$ cat src/rtl/conv_pkg.sv
// Shared types and constants for the window-buffer sequencer: FSM encoding,
// line-buffer geometry and default window sweep limits.
package conv_pkg;

  localparam int BUF_ROWS      = 4;
  localparam int BUF_WORDS     = 4;
  localparam int WIN_FIRST_DEF = 3;
  localparam int WIN_LAST_DEF  = 15;

  typedef enum logic [2:0] {
    ST_IDLE  = 3'd0,
    ST_REQ   = 3'd1,
    ST_WAIT  = 3'd2,
    ST_SWEEP = 3'd3,
    ST_DONE  = 3'd4
  } state_e;

endpackage

$ cat src/rtl/window_addr_gen.sv
// Fill address generator: keeps a running row base (accumulated, never multiplied)
// and presents a registered word address for the next load.
module window_addr_gen #(
  parameter int ADDR_W = 16
) (
  input  logic              clk,
  input  logic              rst,
  input  logic              clr_i,
  input  logic [ADDR_W-1:0] base_i,
  input  logic [ADDR_W-1:0] stride_i,
  input  logic              step_row_i,
  input  logic              step_col_i,
  output logic [ADDR_W-1:0] addr_o
);

  logic [ADDR_W-1:0] stride_q, stride_d;
  logic [ADDR_W-1:0] row_base_q, row_base_d;
  logic [ADDR_W-1:0] addr_q, addr_d;

  always_comb begin
    stride_d   = stride_q;
    row_base_d = row_base_q;
    addr_d     = addr_q;
    if (clr_i) begin
      stride_d   = stride_i;
      row_base_d = base_i;
      addr_d     = base_i;
    end else if (step_row_i) begin
      // New row always restarts at column 0, so the address is the new row base.
      row_base_d = row_base_q + stride_q;
      addr_d     = row_base_q + stride_q;
    end else if (step_col_i) begin
      addr_d = addr_q + ADDR_W'(1);
    end
  end

  always_ff @(posedge clk or negedge rst) begin
    if (!rst) begin
      stride_q   <= '0;
      row_base_q <= '0;
      addr_q     <= '0;
    end else begin
      stride_q   <= stride_d;
      row_base_q <= row_base_d;
      addr_q     <= addr_d;
    end
  end

  assign addr_o = addr_q;

endmodule

$ cat src/rtl/window_buffer_ctrl.sv
// Sequencer for the 4x16-byte sliding-window line buffer: fills 16 words from
// image memory, then sweeps the window index and hands each window to the PE.
module window_buffer_ctrl
  import conv_pkg::*;
#(
  parameter int ADDR_W    = 16,
  parameter int WIN_FIRST = WIN_FIRST_DEF,
  parameter int WIN_LAST  = WIN_LAST_DEF
) (
  input  logic              clk,
  input  logic              rst,
  input  logic              start,
  input  logic [ADDR_W-1:0] base_addr,
  input  logic [ADDR_W-1:0] row_stride,
  output logic              busy,
  output logic              done,
  output logic              mem_rd_req,
  output logic [ADDR_W-1:0] mem_addr,
  input  logic              mem_rd_gnt,
  input  logic              mem_rd_valid,
  output logic              buf_ld,
  output logic [1:0]        buf_row,
  output logic [1:0]        buf_col,
  output logic [3:0]        buf_index,
  output logic              win_valid,
  input  logic              win_ready,
  output logic              win_last,
  output state_e            state_dbg
);

  localparam logic [3:0] LAST_LOAD = 4'(BUF_ROWS * BUF_WORDS - 1);
  localparam logic [1:0] LAST_COL  = 2'(BUF_WORDS - 1);
  localparam logic [3:0] IDX_FIRST = 4'(WIN_FIRST);
  localparam logic [3:0] IDX_LAST  = 4'(WIN_LAST);

  state_e     state_q, state_d;
  logic [3:0] lc_q, lc_d;
  logic [3:0] idx_q, idx_d;
  logic       addr_clr, step_row, step_col;

  // Handshakes: a transfer happens on a cycle where valid and ready/gnt are both
  // high; the sender holds valid and its payload (mem_addr, buf_index) stable
  // until that cycle. A read request is one transfer; its data returns later on
  // mem_rd_valid, which is only honoured while waiting for it.
  always_comb begin
    state_d  = state_q;
    lc_d     = lc_q;
    idx_d    = idx_q;
    addr_clr = 1'b0;
    step_row = 1'b0;
    step_col = 1'b0;
    case (state_q)
      ST_IDLE: begin
        if (start) begin
          addr_clr = 1'b1;
          lc_d     = 4'd0;
          state_d  = ST_REQ;
        end
      end
      ST_REQ: begin
        if (mem_rd_gnt) state_d = ST_WAIT;
      end
      ST_WAIT: begin
        if (mem_rd_valid) begin
          if (lc_q == LAST_LOAD) begin
            idx_d   = IDX_FIRST;
            state_d = ST_SWEEP;
          end else begin
            lc_d     = lc_q + 4'd1;
            step_row = (lc_q[1:0] == LAST_COL);
            step_col = (lc_q[1:0] != LAST_COL);
            state_d  = ST_REQ;
          end
        end
      end
      ST_SWEEP: begin
        if (win_ready) begin
          if (idx_q == IDX_LAST) begin
            idx_d   = IDX_FIRST;
            state_d = ST_DONE;
          end else begin
            idx_d = idx_q + 4'd1;
          end
        end
      end
      ST_DONE: state_d = ST_IDLE;
      default: state_d = ST_IDLE;
    endcase
  end

  always_ff @(posedge clk or negedge rst) begin
    if (!rst) begin
      state_q <= ST_IDLE;
      lc_q    <= 4'd0;
      idx_q   <= IDX_FIRST;
    end else begin
      state_q <= state_d;
      lc_q    <= lc_d;
      idx_q   <= idx_d;
    end
  end

  window_addr_gen #(.ADDR_W(ADDR_W)) u_addr_gen (
    .clk        (clk),
    .rst        (rst),
    .clr_i      (addr_clr),
    .base_i     (base_addr),
    .stride_i   (row_stride),
    .step_row_i (step_row),
    .step_col_i (step_col),
    .addr_o     (mem_addr)
  );

  assign busy       = (state_q != ST_IDLE);
  assign done       = (state_q == ST_DONE);
  assign mem_rd_req = (state_q == ST_REQ);
  assign buf_ld     = (state_q == ST_WAIT) && mem_rd_valid;
  assign buf_row    = lc_q[3:2];
  assign buf_col    = lc_q[1:0];
  assign buf_index  = idx_q;
  assign win_valid  = (state_q == ST_SWEEP);
  assign win_last   = win_valid && (idx_q == IDX_LAST);
  assign state_dbg  = state_q;

endmodule

$ cat config.mk
export PLATFORM = sky130hd
export DESIGN_NAME = window_buffer_ctrl
export DESIGN_NICKNAME = d
export VERILOG_FILES = /design/src/rtl/conv_pkg.sv /design/src/rtl/window_addr_gen.sv /design/src/rtl/window_buffer_ctrl.sv
export SDC_FILE = /design/constraint.sdc
export NUM_CORES = 1
export LEC_CHECK = 0
export BUFFER_PORTS_ARGS = -buffer_cell sky130_fd_sc_hd__buf_2
export CELL_PAD_IN_SITES_DETAIL_PLACEMENT = 1
export CELL_PAD_IN_SITES_GLOBAL_PLACEMENT = 1
export CORE_ASPECT_RATIO = 0.9
export CORE_MARGIN = 8
export CORE_UTILIZATION = 45
export CTS_BUF_LIST = sky130_fd_sc_hd__clkbuf_16
export DETAILED_ROUTE_END_ITERATION = 10
export GPL_TIMING_DRIVEN = 0
export PLACE_DENSITY = 0.93
export SLEW_MARGIN = 40
export SYNTH_ARGS = -nofsm -noshare
export SYNTH_HDL_FRONTEND = slang
export SYNTH_SLANG_ARGS = --single-unit
$ cat constraint.sdc
create_clock -name clk -period 5.2 [get_ports clk]
set_input_delay 1.04 -clock clk [delete_from_list [all_inputs] [get_ports clk]]
set_output_delay 1.04 -clock clk [all_outputs]
set_load 0.05 [all_outputs]
==> impl_metrics.yaml <==
final_layout:
  final_common_cell: "sky130_fd_sc_hd__nand2_1"
  stdcell_count: 609
  stdcell_area_mm2: 0.00440
  finish.net_count: 563
  flow.area_growth_from_synthesis_pct: 19.9
  layout_common_cells: "sky130_fd_sc_hd__nand2_1 (91), sky130_fd_sc_hd__buf_2 (77), sky130_fd_sc_hd__dfrtp_1 (57)"
  layout-drive-gt1-share_pct: 22.2
  utilization_pct: 55.1
  diodes_inserted: 0
clock_tree:
  clk_pin_slew_worst_paths_ns: 0.05
  number_of_sinks_handled_by_clock_tree_synthesis: 59
  cts_buffer_depth: 2
  post_cts_buffers: 0
  insertion_delay_ns: 0.33
  cts_hold_buffers: 0
  count_of_cells_resized_by_post_cts_repair: 0
  cts_root_buffer: "sky130_fd_sc_hd__clkbuf_16"
  tritoncts: "built"
  cts-htree-levels: 3
  number_of_buffers_created_by_cts: 9
outcome:
  outcome: "finished clean"
yosys:
  yosys_warnings: 0
  postSynthAreaPerCell_um2: 8.63
  synth.top_cells.by_area: "sky130_fd_sc_hd__dfrtp_1 (39%), sky130_fd_sc_hd__nand2_1 (9.3%), sky130_fd_sc_hd__ha_1 (6.1%), sky130_fd_sc_hd__a21oi_1 (3.0%), sky130_fd_sc_hd__nor2_1 (2.8%)"
  edff_count_synth: 0
  synth_largest_type_area_fraction_pct: 38.9
  post_synth_inst_count: 425
  netlist_area_mm2: 0.00367
  synth_nets: 482
  synthesized_flop_and_latch_total: 59
  top_ff_cell_synth: "sky130_fd_sc_hd__dfrtp_1"
  synth_top_cell_by_area: "sky130_fd_sc_hd__dfrtp_1"
  synth_cell_types: 64
  ys_async_sr_fraction_pct: 100
  synth_seq_area_share_pct: 40.3
grt:
  grt_max_degree: 60
  grt_antenna_before_repair: 0
  global_route_wire_length_before_repair_mm: 20.9
  grt_pass1_vias: 4122
  grt_util_all_layers_pct: 22.7
  grt_remaining_overflow: 0
route:
  detailroute.via_count: 3704
  detail_route.vias_per_cell: 6.08
  first_iter_violations: 160
  final_antenna_net_count: 0
  detail_route.drc_violations: 0
  finalWirelength_mm: 12.5
  wl_per_cell_um: 20.6
  dr.pass1.iters: 4
place:
  gp_congestion: 0.889
  detailedPlacementHpwl_mm: 9.05
  place_inst: 594
  placedInstanceArea_mm2: 0.00415
  placement.io_buffers: 70
  place_ws_ns: 2.45
power_and_ir_drop:
  switching_share_pct: 52.2
  leakage_dissipation_nw: 2.10
  internal-power_mw: 1.66
  vdd_drop_max_v: 0.000265
  p_total_mw: 3.47
  net-switching-power_mw: 1.81
  share_comb_of_total_power_pct: 59.4
  clockPowerShare_pct: 14.9
  power_density_mw_per_mm2: 789
  sequentialPowerShare_pct: 25.6
worst_setup_path:
  timing_worst_setup_path_type: "reg2out"
  crit_start: "state_dbg[0]$_DFFE_PN0P_"
  critical_path.endpoint: "win_last"
  timing.critical_path.fanout_max: 10
  worstRegToRegCells: 9
  worst_setup_path_start_kind: "flop"
  worstSetupEndpointType: "output port"
  critPathRequiredTime_ns: 4.16
  worst_r2r_startpoint: "u_addr_gen.row_base_q[0]$_DFFE_PN0P_"
  timing.reg2reg.setup_slack_ns: 2.59
  arrival_ns: 1.73
  critical_path.reg2reg.endpoint: "u_addr_gen.addr_o[8]$_DFFE_PN0P_"
hold_path:
  hold_path.class: "reg2reg"
  hp-start: "u_addr_gen.stride_q[8]$_DFFE_PN0P_"
job:
  max_cap_viols: 0
sta:
  rsz0062_at_grt: "false"
  timing.hold.ws_ns: 0.480
  setup_slack_ns: 2.43
  report.final.slew_viol_count: 0
  setup_total_negative_slack_ns: 0
  timing.slew.headroom_pct: 49.1
  setup_viol_count_final: 0
  clock_skew_ns: 0.00635
  min_tclk_post_route_ns: 2.77
  final-hold-violation-count: 0
  timing.final.crit_share_pct: 53.4
  worst-slew-pin-transition_ns: 0.757
  clock.fmax_ghz: 0.360
floorplan:
  floorplan.io_pins: 71
  floorplan.rows: 31
  initial_utilization_pct: 45.9
  die_area_mm2: 0.0113
  overall_die_width_um: 111
  chipHeight_um: 102
  core_mm2: 0.00799
## state kept, by name, indices dropped and copies added, names as in the netlist
signal / count
lc_q: 4
u_addr_gen.stride_q: 16
u_addr_gen.addr_o: 16
buf_index: 4
u_addr_gen.row_base_q: 16
state_dbg: 3
## critical path, stage by stage, from the launching register on
cell,delay [ns]
sky130_fd_sc_hd__dfrtp_1,0.43
sky130_fd_sc_hd__clkbuf_1,0.37
sky130_fd_sc_hd__nand2_1,0.20
sky130_fd_sc_hd__nor2_1,0.13
sky130_fd_sc_hd__buf_2,0.27
## worst min path at each step
stage | slack [ns] | cells past startpoint | end
6_report | 0.48 | 2 | u_addr_gen.stride_q[8]$_DFFE_PN0P_
5_1_grt | 0.49 | 2 | u_addr_gen.stride_q[8]$_DFFE_PN0P_
4_1_cts | 0.48 | 2 | u_addr_gen.stride_q[8]$_DFFE_PN0P_
3_5_place_dp | 0.47 | 2 | u_addr_gen.stride_q[8]$_DFFE_PN0P_
3_3_place_gp | 0.46 | 2 | u_addr_gen.row_base_q[2]$_DFFE_PN0P_
2_1_floorplan | 0.44 | 2 | u_addr_gen.row_base_q[2]$_DFFE_PN0P_
## synthesized netlist by cell type (all sizes together) (8+ instances only)
cell   count
nor2      31
xnor2      8
nand2     94
nand4      8
buf       10
inv        8
o21ai     30
ha        18
a21oi     24
dfrtp     57
nand3     19
## power groups by stage
stage / Sequential, mW / Clock (mW) / Combinational, mW
final: 0.890 / 0.519 / 2.06
after global routing: 0.912 / 0.541 / 2.23
after CTS: 0.882 / 0.523 / 2.05
after detailed placement: 0.880 / 0 / 2.01
after global placement: 0.864 / 0 / 1.89
after floorplan: 1.13 / 0 / 1.22
## cell families (layout without fill, tap and decap cells)
family | Yosys count | count (layout) | share of synthesized area [%]
AOI/OAI and AO/OA | 114 | 114 | 20.6
xor gates and xnor gates | 15 | 15 | 3.58
adders and majority gates | 19 | 19 | 6.68
buffers and inverters | 26 | 111 | 3.14
DFF | 59 | 59 | 40.3
muxes | 1 | 1 | 0.307
and+or+nand+nor | 191 | 191 | 25.4
## area by class of cell
type	count	area, um2
inverter	9	33.8
sequential	59	1480
buffer	17	81.3
timing repair buffer	70	357
fill	980	3590
clock buffer	9	225
tap	99	124
clock inverter	6	25.0
multi-input combinational	340	2080
## per-layer routing
| metal | vias to the layer above | global-route usage (%) | wire length [um] |
|---|---|---|---|
| met2 | 141 | 39.5 | 6140 |
| met1 | 1838 | 26.5 | 5240 |
| met3 | 32 | 5.57 | 793 |
| met5 | - | 0 | 0 |
| met4 | 0 | 9.11 | 347 |
| li1 | 1693 | - | - |
Power figures use the tool's default switching activity.
